$ cat config.mk
export PLATFORM = sky130hd
export DESIGN_NAME = inter_pred_cwin_fetch
export DESIGN_NICKNAME = d
export VERILOG_FILES = /design/src/rtl/inter_pred_cwin_fetch_pkg.sv /design/src/rtl/inter_pred_cwin_fetch_coord_clamp.sv /design/src/rtl/inter_pred_cwin_fetch.sv
export SDC_FILE = /design/constraint.sdc
export NUM_CORES = 1
export LEC_CHECK = 0
export ABC_AREA = 1
export BUFFER_PORTS_ARGS = -buffer_cell sky130_fd_sc_hd__buf_2
export CAP_MARGIN = 10
export CELL_PAD_IN_SITES_DETAIL_PLACEMENT = 0
export CELL_PAD_IN_SITES_GLOBAL_PLACEMENT = 2
export CORE_ASPECT_RATIO = 1.1
export CORE_MARGIN = 5
export CORE_UTILIZATION = 37
export CTS_CLUSTER_SIZE = 40
export DETAILED_ROUTE_END_ITERATION = 12
export PLACE_DENSITY = 0.85
export SLEW_MARGIN = 20
export SYNTH_ARGS = -nofsm -noshare
export SYNTH_HDL_FRONTEND = slang
export SYNTH_SLANG_ARGS = --single-unit
export TNS_END_PERCENT = 20
$ cat constraint.sdc
create_clock -name clk -period 5.4 [get_ports clk]
set_input_delay 0.54 -clock clk [delete_from_list [all_inputs] [get_ports clk]]
set_output_delay 0.54 -clock clk [all_outputs]
set_load 0.02 [all_outputs]
$ cat src/rtl/inter_pred_cwin_fetch_pkg.sv
// Shared constants for the chroma window fetcher: FSM encoding, grid size and
// the quadrant origin table used to slice 3x3 windows out of the 5x5 grid.
package inter_pred_cwin_fetch_pkg;

  localparam logic [2:0] ST_IDLE  = 3'd0;
  localparam logic [2:0] ST_FETCH = 3'd1;
  localparam logic [2:0] ST_DRAIN = 3'd2;
  localparam logic [2:0] ST_EMIT  = 3'd3;
  localparam logic [2:0] ST_DONE  = 3'd4;

  localparam int GRID = 5;
  localparam int WIN  = 3;

  // Per quadrant: {row origin[5:3], col origin[2:0]}; entry 0 is the top-left window.
  localparam logic [3:0][5:0] QUAD_ORIGIN = {6'o22, 6'o20, 6'o02, 6'o00};

  function automatic logic [4:0] grid_idx(input logic [2:0] row, input logic [2:0] col);
    return 5'(row) * 5'(GRID) + 5'(col);
  endfunction

endpackage

$ cat src/rtl/inter_pred_cwin_fetch_coord_clamp.sv
// Clamps a signed block coordinate plus a small grid offset into [0, MAX_C].
module cwin_coord_clamp #(
  parameter int MAX_C = 87,
  parameter int OUT_W = 7
) (
  input  logic [10:0]      i_base,
  input  logic [2:0]       i_off,
  output logic [OUT_W-1:0] o_coord
);

  logic [11:0] w_sum;

  // Sign-extend the base so bit 11 of the sum flags a negative coordinate.
  assign w_sum = {i_base[10], i_base} + {9'd0, i_off};

  always_comb begin
    if (w_sum[11]) begin
      o_coord = '0;
    end else if (w_sum > 12'(MAX_C)) begin
      o_coord = OUT_W'(MAX_C);
    end else begin
      o_coord = w_sum[OUT_W-1:0];
    end
  end

endmodule

$ cat src/rtl/inter_pred_cwin_fetch.sv
// Fetches a clamped 5x5 chroma grid from reference memory and presents it as four
// 3x3 quadrant windows. Optional feature macro: CWIN_FULLPEL_SKIP_EN.
module inter_pred_cwin_fetch
  import inter_pred_cwin_fetch_pkg::*;
#(
  parameter int PIC_W_C = 88,
  parameter int PIC_H_C = 72,
  parameter int ADDR_W  = 13
) (
  input  logic               clk,
  input  logic               reset,
  input  logic               start,
  input  logic signed [10:0] blk_x_int,
  input  logic signed [10:0] blk_y_int,
  input  logic [2:0]         xFracC_in,
  input  logic [2:0]         yFracC_in,
  output logic               ref_rd_en,
  output logic [ADDR_W-1:0]  ref_rd_addr,
  input  logic [7:0]         ref_rd_data,
  output logic               win_valid,
  input  logic               win_ready,
  output logic [7:0]         win_0_0,
  output logic [7:0]         win_0_1,
  output logic [7:0]         win_0_2,
  output logic [7:0]         win_1_0,
  output logic [7:0]         win_1_1,
  output logic [7:0]         win_1_2,
  output logic [7:0]         win_2_0,
  output logic [7:0]         win_2_1,
  output logic [7:0]         win_2_2,
  output logic [2:0]         xFracC,
  output logic [2:0]         yFracC,
  output logic [1:0]         win_idx,
  output logic               busy,
  output logic               done
);

  localparam int CX_W = $clog2(PIC_W_C);
  localparam int CY_W = $clog2(PIC_H_C);

  logic [2:0]         r_state;
  logic signed [10:0] r_bx, r_by;
  logic [2:0]         r_row, r_col, r_last;
  logic               r_wr_vld;
  logic [4:0]         r_wr_idx;
  logic [1:0]         r_idx;
  logic [2:0]         r_xfrac, r_yfrac;
  logic [7:0]         r_buf [GRID*GRID];

  logic [CX_W-1:0]    w_cx;
  logic [CY_W-1:0]    w_cy;
  logic               w_fullpel;
  logic               w_start_ok;
  logic [2:0]         w_last;
  logic [5:0]         w_org;
  logic [7:0]         w_win [WIN][WIN];

`ifdef CWIN_FULLPEL_SKIP_EN
  assign w_fullpel = (xFracC_in == 3'd0) && (yFracC_in == 3'd0);
`else
  assign w_fullpel = 1'b0;
`endif

  assign w_start_ok = (r_state == ST_IDLE) && start;
  assign w_last     = w_fullpel ? 3'(GRID - 2) : 3'(GRID - 1);

  cwin_coord_clamp #(.MAX_C(PIC_W_C - 1), .OUT_W(CX_W)) u_clamp_x (
    .i_base (r_bx),
    .i_off  (r_col),
    .o_coord(w_cx)
  );

  cwin_coord_clamp #(.MAX_C(PIC_H_C - 1), .OUT_W(CY_W)) u_clamp_y (
    .i_base (r_by),
    .i_off  (r_row),
    .o_coord(w_cy)
  );

  assign ref_rd_en   = (r_state == ST_FETCH);
  assign ref_rd_addr = ref_rd_en ? (ADDR_W'(w_cy) * ADDR_W'(PIC_W_C) + ADDR_W'(w_cx)) : '0;
  assign win_valid   = (r_state == ST_EMIT);
  assign busy        = (r_state == ST_FETCH) || (r_state == ST_DRAIN) || (r_state == ST_EMIT);
  assign done        = (r_state == ST_DONE);
  assign win_idx     = r_idx;
  assign xFracC      = r_xfrac;
  assign yFracC      = r_yfrac;

  always_ff @(posedge clk or posedge reset) begin
    if (reset) begin
      r_state  <= ST_IDLE;
      r_bx     <= '0;
      r_by     <= '0;
      r_row    <= '0;
      r_col    <= '0;
      r_last   <= '0;
      r_wr_vld <= 1'b0;
      r_wr_idx <= '0;
      r_idx    <= '0;
      r_xfrac  <= '0;
      r_yfrac  <= '0;
    end else begin
      // Read data returns one cycle late, so remember which grid slot it belongs to.
      r_wr_vld <= ref_rd_en;
      r_wr_idx <= grid_idx(r_row, r_col);
      case (r_state)
        ST_IDLE: begin
          if (w_start_ok) begin
            r_state <= ST_FETCH;
            r_bx    <= blk_x_int;
            r_by    <= blk_y_int;
            r_row   <= '0;
            r_col   <= '0;
            r_last  <= w_last;
            r_idx   <= '0;
            r_xfrac <= xFracC_in;
            r_yfrac <= yFracC_in;
          end
        end
        ST_FETCH: begin
          if (r_col == r_last) begin
            r_col <= '0;
            if (r_row == r_last) r_state <= ST_DRAIN;
            else                 r_row   <= r_row + 3'd1;
          end else begin
            r_col <= r_col + 3'd1;
          end
        end
        ST_DRAIN: r_state <= ST_EMIT;
        ST_EMIT: begin
          if (win_ready) begin
            r_idx <= r_idx + 2'd1;
            if (r_idx == 2'd3) r_state <= ST_DONE;
          end
        end
        ST_DONE: r_state <= ST_IDLE;
        default: r_state <= ST_IDLE;
      endcase
    end
  end

  // NOTE: the pixel buffer has no reset; every entry presented is written before
  // win_valid rises, and the window outputs are forced to 0 while win_valid is low.
  always_ff @(posedge clk) begin
    if (w_start_ok && w_fullpel) begin
      for (int i = 0; i < GRID*GRID; i++) r_buf[i] <= 8'd0;
    end
    if (r_wr_vld) r_buf[r_wr_idx] <= ref_rd_data;
  end

  always_comb begin
    w_org = QUAD_ORIGIN[r_idx];
    for (int r = 0; r < WIN; r++) begin
      for (int c = 0; c < WIN; c++) begin
        w_win[r][c] = win_valid ? r_buf[grid_idx(w_org[5:3] + 3'(r), w_org[2:0] + 3'(c))] : 8'd0;
      end
    end
  end

  assign win_0_0 = w_win[0][0];
  assign win_0_1 = w_win[0][1];
  assign win_0_2 = w_win[0][2];
  assign win_1_0 = w_win[1][0];
  assign win_1_1 = w_win[1][1];
  assign win_1_2 = w_win[1][2];
  assign win_2_0 = w_win[2][0];
  assign win_2_1 = w_win[2][1];
  assign win_2_2 = w_win[2][2];

endmodule

# [After elaboration in Yosys (flattened, before gate mapping)]
# Memory sizes are Yosys's and may differ from the RTL's.
# Cells that the tools add are included.
[totals] register_bits=46 ramBits=200 output_inout_bits=97 word_cells=97 n_memories=1
[op_classes] n_addsub=20 multipliers=5 order_cmp=3 eq_ne=13 mux=33 n_reduce_logical=11
[memory_table] name="r_buf" depth=25 width=8 read_ports=9 rd_ports_with_merged_regs=0 write_ports=1 line="inter_pred_cwin_fetch.sv:48" rtl="logic [7:0] r_buf [GRID*GRID];"
[ops] cell="two-way mux 8 bit" n=9
[ops] cell="adder 5 x 3 -> 5 bit" n=10
[ops] cell="two-way mux 7 bit" n=4
[ops] cell="two-way mux 3 bit" n=9
[ops] cell="adder 11 x 4 -> 12 bit" n=2
[ops] cell="greater-than comparator 12 x 7 -> 1 bit, second input constant" n=2
[ops] cell="multiplier 3 x 3 -> 5 bit, second input constant" n=4
[ops] cell="adder 13 x 7 -> 13 bit" n=1
[ops] cell="two-way mux 13 bit" n=1
[ops] cell="adder 3 x 1 -> 3 bit, second input constant" n=4
[ops] cell="binary-select mux 6 bit (select 2 bit)" n=1
[ops] cell="one-hot mux 3 bit (2 select lines)" n=2
[ops] cell="one-hot mux 3 bit (4 select lines)" n=1
[ops] cell="multiplier 7 x 4 -> 10 bit, second input constant" n=1
[ops] cell="!= test 2 x 1 -> 1 bit, second input constant" n=4
[ops] cell="adder 3 x 2 -> 3 bit, second input constant" n=2
[ops] cell="equality test 3 x 2 -> 1 bit, second input constant" n=2
[ops] cell="equality test 3 bit" n=2
[ops] cell="two-way mux 6 bit" n=1
[ops] cell="AND reduction 5 bit" n=1
[ops] cell="two-way mux 2 bit" n=2
[ops] cell="!= test 2 bit, second input constant" n=2
[ops] cell="one-hot mux 2 bit (2 select lines)" n=1
[ops] cell="AND reduction 2 bit" n=2
[ops] cell="other kinds (12)" n=15

# [Depth between registers and ports, before layout]
# Gate-level depths: netlist of the first run.
[depth] ltp_word=7 mapped_depth=27

# [Modules after synthesis]
# From an unflattened synthesis of the first run, not the netlist that was laid out.
[hier_totals] hier_cells=1880 hier_area_um2=15662.5
[by_module_without_submodules] module="inter_pred_cwin_fetch" instances=1 cells_per_inst=1721 area_per_inst_um2=14770.4 seq_area_each_um2=7156.9
[by_module_without_submodules] module="cwin_coord_clamp at u_clamp_y" instances=1 cells_per_inst=79 area_per_inst_um2=466.7 seq_area_each_um2=0.0
[by_module_without_submodules] module="cwin_coord_clamp at u_clamp_x" instances=1 cells_per_inst=80 area_per_inst_um2=425.4 seq_area_each_um2=0.0

# [Worst setup path before layout of the first run]
# No wires, ideal clock.
[synth_timing] path_type="reg-to-output" start="reg r_row[0]" end="out ref_rd_addr[12]" arrival_time_ps=4417 path_slack_ps=443 path_stages_with_launch=26 cell_sequence="dfrtp_1 > ha_1 > fa_1 > nand2_1 > nand2_2 > nand4_1 > nand2_2 > nor4_2 > nand2_1 > o21ai_1 > inv_1 > ha_1 > ha_1 > inv_1 > fa_1 > inv_1 > ha_1 > nand2_1 > inv_1 > o21a_1 > nand2_1 > nor2_1 > nand2_1 > nor2_1 > a21oi_1 > nor2_1"
[synth_between] elab_chain_len=7
[synth_lines] item="start: declaration" line="inter_pred_cwin_fetch.sv:43" rtl="logic [2:0] r_row, r_col, r_last;"
[synth_lines] item="start signal: assignment" line="inter_pred_cwin_fetch.sv:123" rtl="else r_row <= r_row + 3'd1;"
[synth_lines] item="adder 11 x 4 -> 12 bit (*)" line="inter_pred_cwin_fetch_coord_clamp.sv:14" rtl="assign w_sum = {i_base[10], i_base} + {9'd0, i_off};"
[synth_lines] item="greater-than comparator 12 x 7 -> 1 bit" line="inter_pred_cwin_fetch_coord_clamp.sv:19" rtl="end else if (w_sum > 12'(MAX_C)) begin"
[synth_lines] item="two-way mux 7 bit" line="inter_pred_cwin_fetch_coord_clamp.sv:19"
[synth_lines] item="two-way mux 7 bit (*)" line="inter_pred_cwin_fetch_coord_clamp.sv:17" rtl="if (w_sum[11]) begin"
[synth_lines] item="multiplier 7 x 4 -> 10 bit (*)" line="inter_pred_cwin_fetch.sv:80" rtl="assign ref_rd_addr = ref_rd_en ? (ADDR_W'(w_cy) * ADDR_W'(PIC_W_C) + ADDR_W'(w_cx)) : '0;"
[synth_lines] item="adder 13 x 7 -> 13 bit (*)" line="inter_pred_cwin_fetch.sv:80"
[synth_lines] item="two-way mux 13 bit (*)" line="inter_pred_cwin_fetch.sv:80"
[synth_lines] item="end: declaration" line="inter_pred_cwin_fetch.sv:18" rtl="output logic [ADDR_W-1:0] ref_rd_addr,"
# Every way passes the cells marked *; elsewhere a longest branch is shown, timed or not.

# [Final worst setup path of the first run]
[layout_timing] start="reg r_by[0]" end="out ref_rd_addr[12]"
[layout_between] elab_chain_len=7
[layout_lines] item="start: declaration" line="inter_pred_cwin_fetch.sv:42" rtl="logic signed [10:0] r_bx, r_by;"
[layout_lines] item="start signal: assignment" line="inter_pred_cwin_fetch.sv:110" rtl="r_by <= blk_y_int;"
[layout_lines] item="adder 11 x 4 -> 12 bit (*)" line="inter_pred_cwin_fetch_coord_clamp.sv:14"
[layout_lines] item="greater-than comparator 12 x 7 -> 1 bit" line="inter_pred_cwin_fetch_coord_clamp.sv:19"
[layout_lines] item="two-way mux 7 bit" line="inter_pred_cwin_fetch_coord_clamp.sv:19"
[layout_lines] item="two-way mux 7 bit (*)" line="inter_pred_cwin_fetch_coord_clamp.sv:17"
[layout_lines] item="multiplier 7 x 4 -> 10 bit (*)" line="inter_pred_cwin_fetch.sv:80"
[layout_lines] item="adder 13 x 7 -> 13 bit (*)" line="inter_pred_cwin_fetch.sv:80"
[layout_lines] item="two-way mux 13 bit (*)" line="inter_pred_cwin_fetch.sv:80"
# Marked as above.

==> flow_summary.json, run 1 <==
{
  "vias": 13334,
  "start_kind": "flip-flop",
  "htreeDepth": 1,
  "endpoint": "ref_rd_addr[12]",
  "synth_seq_cells": 246,
  "fill_cells": 4062,
  "rsz0062_at_grt": "yes",
  "layout-drive-gt1-share": 0.1572,
  "fin_crit_sh": 1.008,
  "use_met1": 0.3031,
  "wl_per_cell_um": 20.44,
  "first_pass_iters": 5,
  "cts_sinks": 246,
  "crit_top_cell": "nand2_2",
  "antenna_found_initial": 0,
  "area_growth_pct": 15.78,
  "r2r_start": "r_state[2]$_DFFE_PP0P_",
  "crit_arrival_ps": 4900,
  "coreArea_um2": 40990,
  "slew_headroom": 0.3150,
  "grt_pass1_wl_mm": 75.98,
  "critPathMaxFanout": 5,
  "seqCellArea_um2": 7159,
  "dieArea_um2": 45290,
  "tightest_slew_ps": 1002,
  "synthTopCellsByArea": "edfxtp_1 (39%), nand2_1 (12%), o21ai_0 (8.0%)",
  "grt_use_met2": 0.3454,
  "synth.net_count": 1934,
  "drcViolationCount": 0,
  "vias_per_cell": 5.379,
  "finalHoldViolCount": 0,
  "yosysWarnings": 0,
  "setup_ws_ps": -42.79,
  "clkTransAtPathRegs_ps": 60,
  "cts_buffers": 28,
  "ff2ff_setup_slack_ps": 2830,
  "fin_util": 0.4299,
  "setup_viol": 3,
  "cts_buffer_depth": 3,
  "io_buffers": 136,
  "die_h_um": 222.7,
  "core.rowCount": 78,
  "required_ps": 4860,
  "reg2reg_to": "win_idx[1]$_DFFE_PP0P_",
  "timing.fmax_mhz": 183.7,
  "maxSlewViolCount": 0,
  "yosysTopAreaCell": "edfxtp_1",
  "postRouteAntennaNets": 0,
  "met3_usage": 0.03503,
  "synthCells": 1839,
  "grt_pass1_vias": 12419,
  "fin_cells": 2479,
  "ys_types": 60,
  "violations": "negative setup slack",
  "critical_path.max_stage_delay_ps": 520,
  "post-place-cells": 2410,
  "path_class": "flip-flop to output port",
  "syn_area_um2": 15220,
  "synth_top_area_frac": 0.3946,
  "routed_wl_mm": 50.68,
  "hp-class": "input pin to asynchronous set/reset pin",
  "final.setup_skew_ps": 27.91,
  "place.detailed.hpwl_mm": 35.98,
  "initial_core_util": 0.3713,
  "r2r_cells": 10,
  "drtIter0Drc": 1101,
  "multi_input_area_um2": 7218,
  "syn_avg_cell_area_um2": 8.276,
  "grt-busiest-layer": "met2",
  "drv_cap": 0,
  "clock_latency_ps": 570,
  "gp_congestion": 0.8380,
  "crit_path_end_kind": "output port",
  "insertedDiodeCount": 0,
  "critPathLaunch": "r_by[0]$_DFFE_PP0P_",
  "overflow": 0,
  "status": "finished with violations",
  "io_pins": 137,
  "die-width_um": 203.4,
  "globalRouteTotalUtil": 0.2162,
  "nets": 2032,
  "cp_slowest_cell": "fa_1",
  "holdBufCountCts": 0,
  "grt_max_degree": 141,
  "cts_root_buf": "clkbuf_16",
  "ys_seq_area_frac": 0.4702,
  "final.min_clock_period_ps": 5443,
  "cts_tree": "built"
}
## cells in the mapped netlist, drive strengths merged
cell / n
edfxtp: 200
o21bai: 8
a221oi: 1
o21a: 3
a31oi: 3
a211oi: 14
nor4: 3
a31o: 1
o21ai: 252
o22ai: 9
clkbuf: 63
a22oi: 1
mux2i: 19
o221ai: 7
a21oi: 167
or2: 2
buf: 46
a21o: 3
xnor2: 7
ha: 47
xor2: 14
o31ai: 1
nand3: 77
nor2: 93
o221a: 1
nand3b: 3
a2111oi: 14
nand2: 492
inv: 161
nor3: 32
fa: 8
and3: 1
a311oi: 5
dfrtp: 46
nor3b: 2
a32o: 1
nand4: 5
o211ai: 20
o311a: 2
clkinv: 5
## critical path: cells and delay by family, from the launching register on
family	cells	cell delay, ps
AO/OA/AOI/OAI	5	720
XOR/XNOR	1	210
adder cells (fa/ha/maj)	5	1600
buffers and inverters	4	350
flip-flops	1	380
AND/OR/NAND/NOR	10	1090
## area by class of cell
cell class | count | share of cell area
Timing Repair Buffer | 177 | 0.05759
Inverter | 166 | 0.03543
Sequential cell | 246 | 0.4063
Clock inverter | 20 | 0.01349
Clock buffer | 32 | 0.04062
Multi-Input combinational cell | 1318 | 0.4096
Tap cell | 520 | 0.03692
## flip-flops by register name, indices dropped and copies added, names as in the netlist
| name | cells |
|---|---|
| r_buf | 200 |
| r_bx | 11 |
| r_by | 11 |
| r_wr_idx | 5 |
| r_col | 3 |
| r_row | 3 |
| r_state | 3 |
| xFracC | 3 |
| yFracC | 3 |
| win_idx | 2 |
| r_last | 1 |
| r_wr_vld | 1 |
## repair_timing
action | in CTS | in global routing
endpoints found under the setup margin | 6 | 7
pin swaps | 22 | 18
hold endpoints to repair | 0 | 0
gates resized for setup | 31 | 21
gates cloned | 0 | 0
buffers inserted | 16 | 1
## cell families (layout without fill, tap and decap cells)
logic type	Yosys count	count (layout)	synth area share
adder cells (fa/ha/maj)	55	55	0.04916
buffers and inverters	275	395	0.07226
flip-flops	246	246	0.4702
AO/OA/AOI/OAI	513	513	0.1869
multiplexers	19	19	0.01250
XOR/XNOR	21	21	0.01258
AND/OR/NAND/NOR	710	710	0.1964
## through the flow
stage,setup TNS (ps),cell area (um^2),hold slack (ps),setup slack (ps)
6_report,-75.11,17620,146.7,-42.79
5_1_grt,-1404,17620,180.8,-395.2
4_1_cts,-417.0,17530,155.2,-162.9
3_5_place_dp,0,16290,453.6,117.4
3_3_place_gp,0,16290,452.3,144.5
2_1_floorplan,0,15220,448.3,443.1
## worst min path at each step
stage / slack [ps] / end / from
after floorplan: 450 / r_bx[0]$_DFFE_PP0P_ / r_bx[0]$_DFFE_PP0P_
after global placement: 450 / xFracC[2]$_DFFE_PP0P_ / xFracC[2]$_DFFE_PP0P_
after detailed placement: 450 / yFracC[0]$_DFFE_PP0P_ / yFracC[0]$_DFFE_PP0P_
after CTS: 160 / win_idx[0]$_DFFE_PP0P_ / reset
after global routing: 180 / xFracC[2]$_DFFE_PP0P_ / xFracC_in[2]
final: 150 / yFracC[0]$_DFFE_PP0P_ / reset
## metal layers
layer | routed length (um) | vias to the layer above
li1 | - | 6526
met1 | 22410 | 6250
met2 | 23170 | 482
met3 | 3585 | 76
met4 | 1513 | 0
met5 | 0 | -
## layout by cell type (no fill, tap or decap), types with 7 or more instances in the layout
master,n
nand2_1,475
mux2i_1,19
o221ai_1,7
inv_2,14
nor2_1,85
o211ai_1,20
buf_4,43
a21oi_1,162
edfxtp_1,200
ha_4,10
o21bai_1,7
nor2_2,7
clkbuf_16,28
nand2_2,13
nor3_1,28
nand3_1,70
o21ai_0,240
xor2_1,11
clkinv_1,12
dfrtp_1,44
o22ai_1,9
fa_1,7
nand3_2,7
inv_1,146
o21ai_1,9
a211oi_1,14
a2111oi_0,13
buf_2,132
ha_1,34
Power of run 1 is left out: the tool's default activity adds up to more than one toggle a clock period on the data nets, which glitch-free logic cannot reach.
==> run 2: changes to the inputs <==
--- a/config.mk
+++ b/config.mk
@@ -16,6 +16,7 @@
 export CTS_CLUSTER_SIZE = 40
 export DETAILED_ROUTE_END_ITERATION = 12
 export PLACE_DENSITY = 0.85
+export RECOVER_POWER = 25
 export SLEW_MARGIN = 20
 export SYNTH_ARGS = -nofsm -noshare
 export SYNTH_HDL_FRONTEND = slang
==> run 2 against run 1 <==
  * The flow finishes with violations (max-capacitance violations, max-slew violations, negative setup slack)
  * Die area is the same
  * Non-clock buffer count is the same
  * Maximum frequency is essentially flat
  * Cell count is the same
  * Cell area is essentially flat
  * Critical path depth is the same
  * Setup slack is essentially flat
  * First-iteration DRC count grew 0.36%
  * Count of clock-buffer cells in the layout is the same
  * Via count is essentially flat
  * Routed wire length is essentially flat
  * Hold slack gained 38 ps
  * Critical endpoint unchanged
  * Largest cell class unchanged
  * Highest routed layer unchanged
==> flow_summary.json, run 2 (same netlist as run 1, synthesis figures left out) <==
{
  "status": "finished with violations",
  "violations": "max-capacitance violations, max-slew violations, negative setup slack",
  "globalRouteTotalUtil": 0.2162,
  "final.min_clock_period_ps": 5442,
  "hp-class": "input pin to flip-flop",
  "setup_ws_ps": -42.49,
  "critPathMaxFanout": 5,
  "grt_max_degree": 141,
  "finalHoldViolCount": 0,
  "coreArea_um2": 40990,
  "vias_per_cell": 5.382,
  "cts_buffer_depth": 3,
  "dieArea_um2": 45290,
  "largest_reg_flops": 200,
  "die_h_um": 222.7,
  "drtIter0Drc": 1105,
  "place_ws_ps": 117.4,
  "fin_util": 0.4296,
  "mostFrequentLayoutCell": "nand2_1",
  "holdBufCountCts": 0,
  "fin_tns_setup_ps": -74.33,
  "path_class": "flip-flop to output port",
  "tightest_slew_ps": 2613,
  "vias": 13343,
  "place.detailed.hpwl_mm": 35.98,
  "start_kind": "flip-flop",
  "crit_arrival_ps": 4900,
  "fin_crit_sh": 1.008,
  "die-width_um": 203.4,
  "drcViolationCount": 0,
  "io_buffers": 136,
  "drv_cap": 4,
  "layout-drive-gt1-share": 0.1531,
  "rsz0062_at_grt": "yes",
  "grt_pass1_vias": 12419,
  "clkTransAtPathRegs_ps": 60,
  "io_pins": 137,
  "met3_usage": 0.03503,
  "reg_top3": "r_buf: 200 flops, r_bx: 11 flops, r_by: 11 flops",
  "cts_buffers": 28,
  "grt_use_met2": 0.3454,
  "first_pass_iters": 5,
  "required_ps": 4860,
  "routed_wl_mm": 50.66,
  "setup_viol": 3,
  "grt_pass1_wl_mm": 75.98,
  "ff2ff_setup_slack_ps": 2840,
  "maxSlewViolCount": 98,
  "antenna_found_initial": 0,
  "insertedDiodeCount": 0,
  "initial_core_util": 0.3713,
  "htreeDepth": 1,
  "fill_cells": 4066,
  "final.setup_skew_ps": 26.65,
  "core.rowCount": 78,
  "overflow": 0,
  "grt-busiest-layer": "met2",
  "regMostFlops": "r_buf",
  "gp_congestion": 0.8380,
  "cts_sinks": 246,
  "crit_path_end_kind": "output port",
  "slew_headroom": -0.7421,
  "wl_per_cell_um": 20.43,
  "nets": 2032,
  "layout_common_cells": "nand2_1 (475), o21ai_0 (240), edfxtp_1 (200)",
  "cts_tree": "built",
  "area_growth_pct": 15.70,
  "postRouteAntennaNets": 0,
  "use_met1": 0.3031,
  "clock_latency_ps": 570,
  "timing.fmax_mhz": 183.7,
  "cts_root_buf": "clkbuf_16"
}
[run 2: changes by cell type in the layout (fill, tap and decap cells not counted), sizes merged]
| cell | change |
|---|---|
| buf | -7 |
| clkbuf | +7 |
[run 2: worst paths after layout]
| kind | endpoint | cells after the start | startpoint |
|---|---|---|---|
| setup / recovery | ref_rd_addr[12] | 25 | r_by[0]$_DFFE_PP0P_ |
| min in group asynchronous | yFracC[0]$_DFFE_PP0P_ | 3 | reset |
| hold reg to reg | yFracC[0]$_DFFE_PP0P_ | 2 | yFracC[0]$_DFFE_PP0P_ |
| max in group asynchronous | win_idx[1]$_DFFE_PP0P_ | 3 | reset |
| setup reg to reg | win_idx[1]$_DFFE_PP0P_ | 10 | r_state[2]$_DFFE_PP0P_ |
| hold / removal | xFracC[1]$_DFFE_PP0P_ | 3 | xFracC_in[1] |
[run 2: area by class of cell]
class                           instances  area (um^2)  share of cell area
Clock inverter                         20        237.7             0.01350
Multi-Input combinational cell       1318         7218              0.4099
Sequential cell                       246         7159              0.4066
Clock buffer                           32        715.7             0.04064
Tap cell                              520        650.6             0.03695
Timing Repair Buffer                  177         1003             0.05698
Inverter                              166        624.3             0.03546
[run 2: critical path: stages, from the launching register on]
cell	delay (ps)
dfrtp_1	380
ha_2	200
fa_2	350
nand2_2	90
nand2_4	80
nand4_1	110
nand2_2	90
nor4_4	320
nand2_2	120
o21ai_2	140
inv_2	70
ha_1	270
inv_1	50
fa_1	520
inv_1	70
ha_4	260
a21oi_2	120
o21ai_1	110
a21o_1	180
a21oi_2	170
xor2_2	210
nor2_2	60
nand3_1	60
nand2_1	50
nor2_1	110
buf_4	160
[run 2: what timing repair did]
| action | CTS | global route |
|---|---|---|
| setup buffers | 16 | 1 |
| endpoints found under the setup margin | 6 | 7 |
| gates resized for setup | 31 | 21 |
| pin swaps | 22 | 18 |
[run 2: routing by layer]
layer	vias up	part of all wire
met5	-	0
met4	0	0.030
met3	76	0.069
met2	480	0.46
met1	6262	0.44
li1	6525	-
[run 2: per-stage QoR]
step | hold slack (ps) | cells | instance area [um^2]
2_1_floorplan | 448.3 | 1839 | 15220
4_1_cts | 155.2 | 2478 | 17530
3_5_place_dp | 453.6 | 2410 | 16290
6_report | 185.0 | 2479 | 17610
3_3_place_gp | 452.3 | 2410 | 16290
5_1_grt | 180.8 | 2479 | 17610
Power of run 2 is left out for the same reason.
